[src/rtl/temporizador_core.sv]
// Programmable seconds timer: divides the system clock to a 1 Hz tick, counts
// elapsed seconds after a start request and flags expiry of a 0..3 s duration.
module temporizador_core #(
    parameter int TICK_HALF = 50_000_000
) (
    input  logic       clk_100MHz,
    input  logic       rst_n,
    input  logic [1:0] value,
    input  logic       start_timer,
    output logic       t_expired,
    output logic       on,
    output logic       counting,
    output logic [1:0] counter,
    output logic       clk_1Hz,
    output logic       add_one,
    output logic       add_one_last
);

    localparam int DIV_W = (TICK_HALF > 1) ? $clog2(TICK_HALF) : 1;
    localparam logic [DIV_W-1:0] DIV_LAST = DIV_W'(TICK_HALF - 1);

    logic [DIV_W-1:0] div_cnt;
    logic [1:0]       val_l;
    logic [1:0]       counter_nxt;
    logic             tick;

    assign counter_nxt = counter + 2'd1;
    assign tick        = on && add_one && !add_one_last;
    assign counting    = on && (val_l != 2'd0);

    // NOTE: all state updates use <= so every branch sees the pre-edge values,
    // which is what makes the one-cycle edge-detect pipeline work.
    always_ff @(posedge clk_100MHz or negedge rst_n) begin
        if (!rst_n) begin
            div_cnt      <= '0;
            val_l        <= 2'd0;
            counter      <= 2'd0;
            on           <= 1'b0;
            t_expired    <= 1'b0;
            clk_1Hz      <= 1'b0;
            add_one      <= 1'b0;
            add_one_last <= 1'b0;
        end else if (start_timer) begin
            // Presetting the divider output and both edge-detect stages high
            // suppresses a false rising edge right after a (re)start.
            val_l        <= value;
            counter      <= 2'd0;
            div_cnt      <= '0;
            clk_1Hz      <= 1'b1;
            add_one      <= 1'b1;
            add_one_last <= 1'b1;
            on           <= (value != 2'd0);
            t_expired    <= (value == 2'd0);
        end else begin
            add_one      <= clk_1Hz;
            add_one_last <= add_one;

            if (on) begin
                if (div_cnt == DIV_LAST) begin
                    div_cnt <= '0;
                    clk_1Hz <= !clk_1Hz;
                end else begin
                    div_cnt <= div_cnt + 1'b1;
                end
            end else begin
                div_cnt <= '0;
                clk_1Hz <= 1'b0;
            end

            // Counting stops at expiry, so the counter never wraps past val_l.
            if (tick) begin
                counter <= counter_nxt;
                if (counter_nxt == val_l) begin
                    t_expired <= 1'b1;
                    on        <= 1'b0;
                end
            end
        end
    end

endmodule

[config.mk]
export PLATFORM = sky130hd
export DESIGN_NAME = temporizador_core
export DESIGN_NICKNAME = d
export VERILOG_FILES = /design/src/rtl/temporizador_core.sv
export SDC_FILE = /design/constraint.sdc
export NUM_CORES = 1
export LEC_CHECK = 0
export BUFFER_PORTS_ARGS = -buffer_cell sky130_fd_sc_hd__buf_2
export CORE_UTILIZATION = 40
export DETAILED_ROUTE_END_ITERATION = 8
export HOLD_SLACK_MARGIN = 0.12
export PLACE_DENSITY = 0.55
export RECOVER_POWER = 50
export SYNTH_ARGS = -nofsm -noshare
export SYNTH_HDL_FRONTEND = slang
export SYNTH_SLANG_ARGS = --single-unit
export TNS_END_PERCENT = 50
[constraint.sdc]
create_clock -name clk_100MHz -period 1.88 [get_ports clk_100MHz]
set_input_delay 0.188 -clock clk_100MHz [delete_from_list [all_inputs] [get_ports clk_100MHz]]
set_output_delay 0.188 -clock clk_100MHz [all_outputs]
set_load 0.1 [all_outputs]
* Word level (Yosys, flattened, before mapping)
Cells that the tools add are included.
** Word-level totals
- Register bits after elaboration :: 35
- Input port bits :: 5
- Word-level logic and storage cells :: 40
** Operators by class
- Add/sub/neg operators :: 2
- Eq/ne operators :: 3
- Muxes and demuxes :: 16
- Reduce and logical (&&, ||, !) cells :: 11
** Operator list (count)
- 2-to-1 mux 26 bit :: 3
- adder 26 x 1 -> 26 bit, second input constant :: 1
- equality test 26 bit, second input constant :: 1
- 2-to-1 mux 1 bit :: 11
- nonzero test 2 bit :: 4
- 2-to-1 mux 2 bit :: 2
- logical AND 1 bit :: 3
- inequality test 3 x 2 -> 1 bit, second input constant :: 1
- adder 2 x 1 -> 2 bit, second input constant :: 1
- equality test 2 bit :: 1
- logical NOT 1 bit :: 2
- logical NOT 2 bit :: 1
- AND reduction 2 bit :: 1

* Longest topological paths before layout
Gate-level depths: netlist of run 1.
- Depth after elaboration :: 5
- Gate-level depth with buffers :: 6

* Worst setup path before layout of run 1
Ideal clock, no wire load.
- Path type :: register to output
- Start point :: register on
- End point :: output port counting
- Arrival time :: 2.388 ns
- Data required time :: 1.692 ns
- Path slack :: -0.696 ns
- Stages on the path, launching flop included :: 3
- Cell sequence :: dfrtp_1 inv_1 nor2_1
** On the way
- Longest elaborated chain between the ends :: 1
** RTL lines
- start, declared :: RTL line 11 : output logic on,
- start signal, assigned :: RTL line 52 : on <= (value != 2'd0);
- logical AND 1 bit :: RTL line 29 : assign counting = on && (val_l != 2'd0);
- end, declared :: RTL line 12 : output logic counting,
Every way passes these cells.

* Worst setup path in the final report of run 1
- Start point :: register div_cnt[6]
- End point :: register div_cnt[22]
** On the way
- Longest elaborated chain between the ends :: 4
- Elaborated cells on any way between the ends :: 5
- Classes of those cells :: add/sub (1); eq/ne (1); mux (3)
** RTL lines
- start, declared :: RTL line 22 : logic [DIV_W-1:0] div_cnt;
- start signal, assigned :: RTL line 63 : div_cnt <= div_cnt + 1'b1;
- adder 26 x 1 -> 26 bit / equality test 26 bit (equally long branches) :: RTL line 63, 59
- 2-to-1 mux 26 bit (*) :: RTL line 59 : if (div_cnt == DIV_LAST) begin
- 2-to-1 mux 26 bit (*) :: RTL line 58 : if (on) begin
- 2-to-1 mux 26 bit (*) :: RTL line 43 : end else if (start_timer) begin
Mark *: on every way between the ends. The rest lies on a longest branch, timed or not.
A chain may end at the register's enable or synchronous reset.

==> impl_results.rst, run 1 <==
.. list-table::
   :header-rows: 1

   * - Metric
     - Value
   * - Number of buffers between clock root and the deepest sink
     - 2
   * - Share of synthesized cell area in full adder, half adder and majority cells
     - 0.7168%
   * - Fmax
     - 578.0 MHz
   * - Via count of the routed design
     - 1325
   * - Fraction of final layout cells with drive strength greater than 1
     - 17.71%
   * - Syn Inst Count
     - 172
   * - Required time reported for the critical path endpoint
     - 2.10 ns
   * - Via count of the first global-routing pass
     - 1369
   * - Wire length of the first global-routing pass
     - 5899 µm
   * - Crit path capture type
     - flip-flop
   * - Worst clock skew
     - 0.005308 ns
   * - Met1 layer usage reported by global route
     - 21.58%
   * - Router iterations before antenna repair
     - 4
   * - End of the worst register-to-register path
     - div_cnt[22]$_DFF_PN0_
   * - Total number of nets in the final design
     - 197
   * - Critical path's slowest cell
     - sky130_fd_sc_hd__or4_1
   * - Mapped cell area
     - 1745 µm²
   * - R2R setup slack
     - 0.15 ns
   * - Max H-tree Level
     - 2
   * - Standard-cell rows
     - 23
   * - Cell area power density
     - 749.9 nW/µm²
   * - Setup repair after global routing missed its margin
     - false
   * - Die Y-Extent
     - 68.06 µm
   * - Startpoint of the worst-slack reg-to-reg timing path
     - div_cnt[6]$_DFF_PN0_
   * - Final-report hold violation count
     - 0
   * - Max_cap viols
     - 0
   * - Half-perimeter wire length after detailed placement
     - 2435 µm
   * - Post-layout total power
     - 1482 µW
   * - Initial core utilization
     - 42.71%
   * - Clock latency on the worst-skew pair
     - 0.29 ns
   * - Met2 routing resource usage after global routing
     - 28.68%
   * - Clock Sinks
     - 35
   * - Worst vdd ir
     - 402.3 µV
   * - Min Clock Period, post-route
     - 1.730 ns
   * - Area share of the leading cell type in the synthesized netlist
     - 50.18%
   * - FF+latch count, synth
     - 35
   * - Post-detailed-route wirelength per cell
     - 14.26 µm
   * - Global routing usage on met3
     - 3.500%
   * - Fillers
     - 377
   * - Area of the die
     - 4631 µm²
   * - Number of diodes
     - 0
   * - Delay of the slowest cell on the worst path
     - 0.55 ns
   * - Number of CTS-inserted buffers
     - 5
   * - Pin count of the biggest net entering global routing
     - 20
   * - Total overflow reported by the global router
     - 0
   * - Count of unresolved DRC violations after routing
     - 0
   * - Share of the synthesized area in compound gates (AO/OA/AOI/OAI)
     - 11.61%
   * - Share of synthesized cell area in and, or, nand and nor gates
     - 25.23%
   * - Slew Viols, Final
     - 0
   * - Critical path capture point
     - div_cnt[22]$_DFF_PN0_
   * - Mean Syn Cell Area
     - 10.15 µm²
   * - Number of primary I/O pins
     - 13
   * - Worst hold-check path type
     - in -> reg
   * - Post-synthesis sequential area ratio
     - 50.18%
   * - Setup Buffers After CTS
     - 0
   * - Global-route layer with the greatest usage
     - met2
   * - Depth of the worst register-to-register path
     - 4
   * - X dimension of the die
     - 68.06 µm
   * - Area share of xor/xnor cells in the synthesized design
     - 7.025%
   * - Signal arrival time at the worst endpoint
     - 1.95 ns
   * - Total detailed-routing wirelength
     - 3450 µm
   * - Final Hold Slack
     - 0.1445 ns
   * - Ranking of synthesized cells by area
     - sky130_fd_sc_hd__dfrtp_1, sky130_fd_sc_hd__xor2_1, sky130_fd_sc_hd__o31ai_1, sky130_fd_sc_hd__a21oi_1, sky130_fd_sc_hd__nor2_1
   * - Least-Margin Pin Slew
     - 0.7965 ns
   * - Total of buffers placed on input and output ports
     - 12
   * - DRC violation total after the first TritonRoute iteration
     - 70
   * - Run status
     - completed
   * - Maximum fanout along the worst path
     - 13
   * - Setup violations, final
     - 0
   * - Startpoint of the most critical hold path
     - value[0]
   * - Final ANT Viol Nets
     - 0
   * - Placeable core area
     - 4086 µm²
   * - Max-Slew Margin vs Limit
     - 46.90%
   * - Leakage power total
     - 0.0008114 µW
   * - Clock tree from TritonCTS
     - yes
   * - Area added between synthesis and finish
     - 13.26%
   * - Clock-pin slew on the worst setup and hold paths
     - 0.07 ns
   * - Start point of the critical path
     - div_cnt[6]$_DFF_PN0_
   * - Count of yosys warnings during synthesis
     - 0
   * - Antenna violations before repair
     - 0
   * - Final weighted congestion in routability-driven placement
     - 0.7959
   * - Cell chain of the critical path
     - and3_1, nand4_4, or4_1, a21oi_1
   * - Distinct cells, synth
     - 35
   * - Worst setup path category
     - reg -> reg
   * - Yosys top cell by area
     - sky130_fd_sc_hd__dfrtp_1
   * - GRT Resource Usage Total
     - 17.46%
   * - Total nets after synthesis
     - 178
   * - Library cell used as clock root buffer
     - sky130_fd_sc_hd__clkbuf_8
   * - Final period utilization
     - 92.03%
   * - Critical path startpoint category
     - flip-flop
   * - Dominant combinational cell family by area after synthesis
     - simple AND/OR/NAND/NOR gates
   * - Multiplexer fraction of the synthesized cell area
     - 1.290%
   * - Routed vias/inst
     - 5.475
per-stage QoR:
stage / setup TNS [ns] / instance area (µm²) / utilization [%] / std cells / setup slack [ns]
4_1_cts: 0 / 1974 / 48.32 / 242 / 0.05074
3_5_place_dp: 0 / 1883 / 46.08 / 233 / 0.05934
6_report: 0 / 1977 / 48.38 / 242 / 0.1498
5_1_grt: 0 / 1977 / 48.38 / 242 / 0.004919
2_1_floorplan: -0.01434 / 1754 / - / 172 / -0.01434
3_3_place_gp: 0 / 1883 / 46.08 / 233 / 0.1219
metal layers:
layer	vias up	share of wire, %
li1	663	-
met1	637	48
met2	19	47
met3	6	3.4
met4	0	1.4
met5	-	0
report_power, final:
group | total (µW) | internal [µW] | switching [µW] | leakage (µW)
sequential | 783 | 769 | 13.7 | 0.000465
clock | 520 | 260 | 261 | 0.0000422
combinational | 179 | 38.9 | 140 | 0.000305
critical path, delay by kind of cell (launching register included):
family | cells | cell delay (ns)
and+or+nand+nor | 3 | 1.09
AOI/OAI and AO/OA | 1 | 0.15
DFF | 1 | 0.42
synthesized netlist by cell type:
| master | count |
|---|---|
| sky130_fd_sc_hd__nand2b_1 | 1 |
| sky130_fd_sc_hd__xnor2_1 | 4 |
| sky130_fd_sc_hd__o31a_1 | 1 |
| sky130_fd_sc_hd__and3b_1 | 1 |
| sky130_fd_sc_hd__ha_1 | 1 |
| sky130_fd_sc_hd__nand2_1 | 11 |
| sky130_fd_sc_hd__nand3_1 | 8 |
| sky130_fd_sc_hd__o21bai_1 | 1 |
| sky130_fd_sc_hd__nand4_2 | 1 |
| sky130_fd_sc_hd__a21oi_1 | 13 |
| sky130_fd_sc_hd__nor4_1 | 1 |
| sky130_fd_sc_hd__dfrtp_1 | 35 |
| sky130_fd_sc_hd__nand3b_1 | 1 |
| sky130_fd_sc_hd__buf_6 | 2 |
| sky130_fd_sc_hd__or3b_2 | 1 |
| sky130_fd_sc_hd__o311ai_0 | 1 |
| sky130_fd_sc_hd__and2_1 | 1 |
| sky130_fd_sc_hd__o21ai_0 | 6 |
| sky130_fd_sc_hd__nand4_1 | 6 |
| sky130_fd_sc_hd__nand4_4 | 1 |
| sky130_fd_sc_hd__o31ai_1 | 9 |
| sky130_fd_sc_hd__or3_1 | 5 |
| sky130_fd_sc_hd__xor2_1 | 10 |
| sky130_fd_sc_hd__and4_1 | 5 |
| sky130_fd_sc_hd__nor4bb_1 | 2 |
| sky130_fd_sc_hd__nor2_1 | 17 |
| sky130_fd_sc_hd__o211ai_1 | 1 |
| sky130_fd_sc_hd__buf_2 | 4 |
| sky130_fd_sc_hd__mux2_2 | 2 |
| sky130_fd_sc_hd__inv_1 | 4 |
| sky130_fd_sc_hd__or4_1 | 8 |
| sky130_fd_sc_hd__or2_2 | 2 |
| sky130_fd_sc_hd__clkbuf_1 | 3 |
| sky130_fd_sc_hd__and3_1 | 2 |
| sky130_fd_sc_hd__a21boi_0 | 1 |
cell type report:
| cell class | count | area [µm²] | share of cell area [%] |
|---|---|---|---|
| Sequential cell | 35 | 877.1 | 44.37 |
| Tap cell | 50 | 62.56 | 3.165 |
| Clock buffer | 7 | 76.32 | 3.861 |
| Multi-Input combinational cell | 124 | 818.3 | 41.39 |
| Clock inverter | 1 | 5.005 | 0.2532 |
| Timing Repair Buffer | 21 | 122.6 | 6.203 |
| Inverter | 4 | 15.01 | 0.7595 |
what timing repair did:
item	CTS	global route
gates resized for setup	0	2
hold buffers	1	0
hold endpoints to repair	13	0
endpoints found under the setup margin	0	4
cell families (layout without fill, tap and decap cells):
| family | count (synthesis) | in the layout |
|---|---|---|
| adder cells (fa/ha/maj) | 1 | 1 |
| AO/OA/AOI/OAI | 33 | 33 |
| multiplexers | 2 | 2 |
| buffers and inverters | 13 | 33 |
| flip-flops | 35 | 35 |
| AND/OR/NAND/NOR | 74 | 74 |
| XOR/XNOR | 14 | 14 |
sequential cells by signal, indices dropped and copies added (netlist names):
register      count
val_l             2
on                1
t_expired         1
add_one_last      1
div_cnt          26
clk_1Hz           1
counter           2
add_one           1
worst min path at each step:
stage | to | slack, ns | cells after the start
after floorplan | add_one$_DFF_PN0_ | -0.11 | 0
after global routing | val_l[0]$_DFFE_PN0P_ | 0.15 | 2
final | val_l[0]$_DFFE_PN0P_ | 0.14 | 2
after global placement | val_l[0]$_DFFE_PN0P_ | 0.10 | 1
after detailed placement | val_l[0]$_DFFE_PN0P_ | 0.11 | 1
after CTS | val_l[0]$_DFFE_PN0P_ | 0.14 | 2
placed cells by master (no fill, tap or decap), drive strengths merged, types with 2 or more instances in the layout:
cell type   n
o31ai       9
o21ai       6
mux2        2
or2         2
a21oi      13
dfrtp      35
nor2       17
and4        5
nand4       8
or4         8
or3         5
clkbuf     10
nor4bb      2
inv         4
and3        2
buf        17
xnor2       4
xor2       10
nand2      11
nand3       8
No activity file was read; power rests on OpenSTA's default activity.
==> run 2, diff against run 1 <==
==> constraint.sdc (replaced) <==
create_clock -name clk_100MHz -period 1.9 [get_ports clk_100MHz]
set_input_delay 0.19 -clock clk_100MHz [delete_from_list [all_inputs] [get_ports clk_100MHz]]
set_output_delay 0.19 -clock clk_100MHz [all_outputs]
set_load 0.1 [all_outputs]
==> impl_results.rst, run 2 (synthesis results as in run 1) <==
.. list-table::
   :header-rows: 1

   * - Metric
     - Value
   * - Via count of the first global-routing pass
     - 1319 (was 1369)
   * - Fin area
     - 1989 µm² (was 1977 µm²)
   * - Standard-cell rows
     - 23 (unchanged)
   * - Least-Margin Pin Slew
     - 0.8903 ns (was 0.7965 ns)
   * - Worst clock skew
     - 0.01007 ns (was 0.005308 ns)
   * - Max FFs per register
     - 26 (unchanged)
   * - Worst setup path category
     - reg -> reg (unchanged)
   * - Clock Sinks
     - 35 (unchanged)
   * - Number of buffers between clock root and the deepest sink
     - 2 (unchanged)
   * - Total of buffers placed on input and output ports
     - 12 (unchanged)
   * - Critical path's slowest cell
     - sky130_fd_sc_hd__or4_1 (unchanged)
   * - Max H-tree Level
     - 2 (unchanged)
   * - Final Hold Slack
     - 0.1380 ns (was 0.1445 ns)
   * - Antenna violations before repair
     - 0 (unchanged)
   * - Slack of the critical path
     - 0.1478 ns (was 0.1498 ns)
   * - Top flop regs
     - div_cnt: 26 flops, counter: 2 flops, val_l: 2 flops (unchanged)
   * - X dimension of the die
     - 68.06 µm (unchanged)
   * - Setup violations, final
     - 0 (unchanged)
   * - Crit path capture type
     - flip-flop (unchanged)
   * - Min Clock Period, post-route
     - 1.752 ns (was 1.730 ns)
   * - Fmax
     - 570.7 MHz (was 578.0 MHz)
   * - Worst hold-check path type
     - in -> reg (unchanged)
   * - Post-layout total power
     - 1547 µW (was 1482 µW)
   * - Count of unresolved DRC violations after routing
     - 0 (unchanged)
   * - Via count of the routed design
     - 1353 (was 1325)
   * - Number of cells in the finished layout apart from fillers
     - 240 (was 242)
   * - Placeable core area
     - 4086 µm² (unchanged)
   * - Max_cap viols
     - 0 (unchanged)
   * - Area added between synthesis and finish
     - 13.98% (was 13.26%)
   * - Cell Count Post-Placement
     - 231 (was 233)
   * - Library cell used as clock root buffer
     - sky130_fd_sc_hd__clkbuf_8 (unchanged)
   * - Number of CTS-inserted buffers
     - 5 (unchanged)
   * - Required time reported for the critical path endpoint
     - 2.12 ns (was 2.10 ns)
   * - Total number of nets in the final design
     - 195 (was 197)
   * - Routed vias/inst
     - 5.638 (was 5.475)
   * - Number of diodes
     - 0 (unchanged)
   * - Final period utilization
     - 92.22% (was 92.03%)
   * - Cell area power density
     - 777.6 nW/µm² (was 749.9 nW/µm²)
   * - Number of primary I/O pins
     - 13 (unchanged)
   * - GRT Resource Usage Total
     - 18.59% (was 17.46%)
   * - DRC violation total after the first TritonRoute iteration
     - 72 (was 70)
   * - Slew Viols, Final
     - 0 (unchanged)
   * - Wire length of the first global-routing pass
     - 6210 µm (was 5899 µm)
   * - Leakage power total
     - 0.0008146 µW (was 0.0008114 µW)
   * - Router iterations before antenna repair
     - 4 (unchanged)
   * - Clock-pin slew on the worst setup and hold paths
     - 0.07 ns (about the same)
   * - Fraction of final layout cells with drive strength greater than 1
     - 17.89% (was 17.71%)
   * - Critical path startpoint category
     - flip-flop (unchanged)
   * - Clock latency on the worst-skew pair
     - 0.29 ns (about the same)
   * - Final ANT Viol Nets
     - 0 (unchanged)
   * - Half-perimeter wire length after detailed placement
     - 2405 µm (was 2435 µm)
   * - Register with the most flip-flops
     - div_cnt (unchanged)
   * - Post-Place Cell Area
     - 1867 µm² (was 1883 µm²)
   * - Final-report hold violation count
     - 0 (unchanged)
   * - Run status
     - completed (unchanged)
   * - Maximum fanout along the worst path
     - 13 (unchanged)
   * - Most common cell after layout, fill and taps aside
     - sky130_fd_sc_hd__dfrtp_1 (unchanged)
   * - Setup repair after global routing missed its margin
     - false (unchanged)
   * - Fillers
     - 390 (was 377)
   * - Worst slack, placed
     - 0.04769 ns (was 0.05934 ns)
   * - Worst vdd ir
     - 622.4 µV (was 402.3 µV)
   * - Signal arrival time at the worst endpoint
     - 1.97 ns (was 1.95 ns)
   * - Pin count of the biggest net entering global routing
     - 36 (was 20)
   * - Die Y-Extent
     - 68.06 µm (unchanged)
   * - Highest-count cells in the layout ignoring fill and taps
     - sky130_fd_sc_hd__dfrtp_1, sky130_fd_sc_hd__nor2_1, sky130_fd_sc_hd__a21oi_1 (unchanged)
   * - Delay of the slowest cell on the worst path
     - 0.54 ns (was 0.55 ns)
   * - Final weighted congestion in routability-driven placement
     - 0.8259 (was 0.7959)
   * - Cell chain of the critical path
     - and4_2, nand4_4, or4_1, a21oi_1 (was and3_1, nand4_4, or4_1, a21oi_1)
   * - Total overflow reported by the global router
     - 0 (unchanged)
   * - Post-detailed-route wirelength per cell
     - 15.34 µm (was 14.26 µm)
   * - Area of the die
     - 4631 µm² (unchanged)
   * - Total detailed-routing wirelength
     - 3682 µm (was 3450 µm)
   * - Max-Slew Margin vs Limit
     - 40.65% (was 46.90%)
   * - Clock tree from TritonCTS
     - yes (unchanged)
   * - Initial core utilization
     - 42.71% (unchanged)
==> run 2: metrics by stage <==
step / TNS (ns) / util (%)
final: 0 / 48.68
after global routing: 0 / 48.68
after CTS: 0 / 48.38
after detailed placement: 0 / 45.68
after global placement: 0 / 45.68
after floorplan: -0.1157 / -
==> run 2: worst paths after layout <==
check                                     startpoint               endpoint  slack [ns]  depth (start not counted)
worst max-delay path            div_cnt[2]$_DFF_PN0_  div_cnt[22]$_DFF_PN0_        0.15                          4
max in group asynchronous                      rst_n  div_cnt[15]$_DFF_PN0_        0.79                          2
worst min-delay path                        value[0]   val_l[0]$_DFFE_PN0P_        0.14                          2
worst min register to register  div_cnt[0]$_DFF_PN0_   div_cnt[0]$_DFF_PN0_        0.47                          1
min in group asynchronous                      rst_n   val_l[1]$_DFFE_PN0P_        0.55                          2
worst max register to register  div_cnt[2]$_DFF_PN0_  div_cnt[22]$_DFF_PN0_        0.15                          4
==> run 2: final cells by class <==
class                           count  area [µm²]  area share, %
Clock buffer                        8       100.1          5.031
Timing Repair Buffer               19       111.4          5.597
Tap cell                           50       62.56          3.145
Inverter                            4       15.01         0.7547
Sequential cell                    35       875.8          44.03
Multi-Input combinational cell    124       824.5          41.45
==> run 2: power breakdown <==
| part | internal (µW) | switching, µW |
|---|---|---|
| clock | 331 | 264 |
| combinational | 37.3 | 140 |
| sequential | 761 | 14.2 |
==> run 2: layer usage <==
metal / wire length (µm) / global-route usage, % / part of all wire (%) / vias to the layer above
met1: 1705 / 24.24 / 46 / 660
met5: 0 / 0 / 0 / -
li1: - / - / - / 666
met2: 1787 / 28.55 / 49 / 23
met4: 44 / 9.375 / 1.2 / 0
met3: 144 / 4.500 / 3.9 / 4
==> run 2: worst max-delay path: cells and delay by family, from the launching register on <==
| kind | cells | cell delay, ns |
|---|---|---|
| simple gates | 3 | 1.11 |
| flops | 1 | 0.42 |
| compound gates | 1 | 0.14 |
==> run 2: timing repair <==
item                                    CTS  global route
hold endpoints to repair                 35             0
buffers inserted                          0             0
gates resized for setup                   0             3
endpoints found under the setup margin    0            15
hold buffers                              1             0
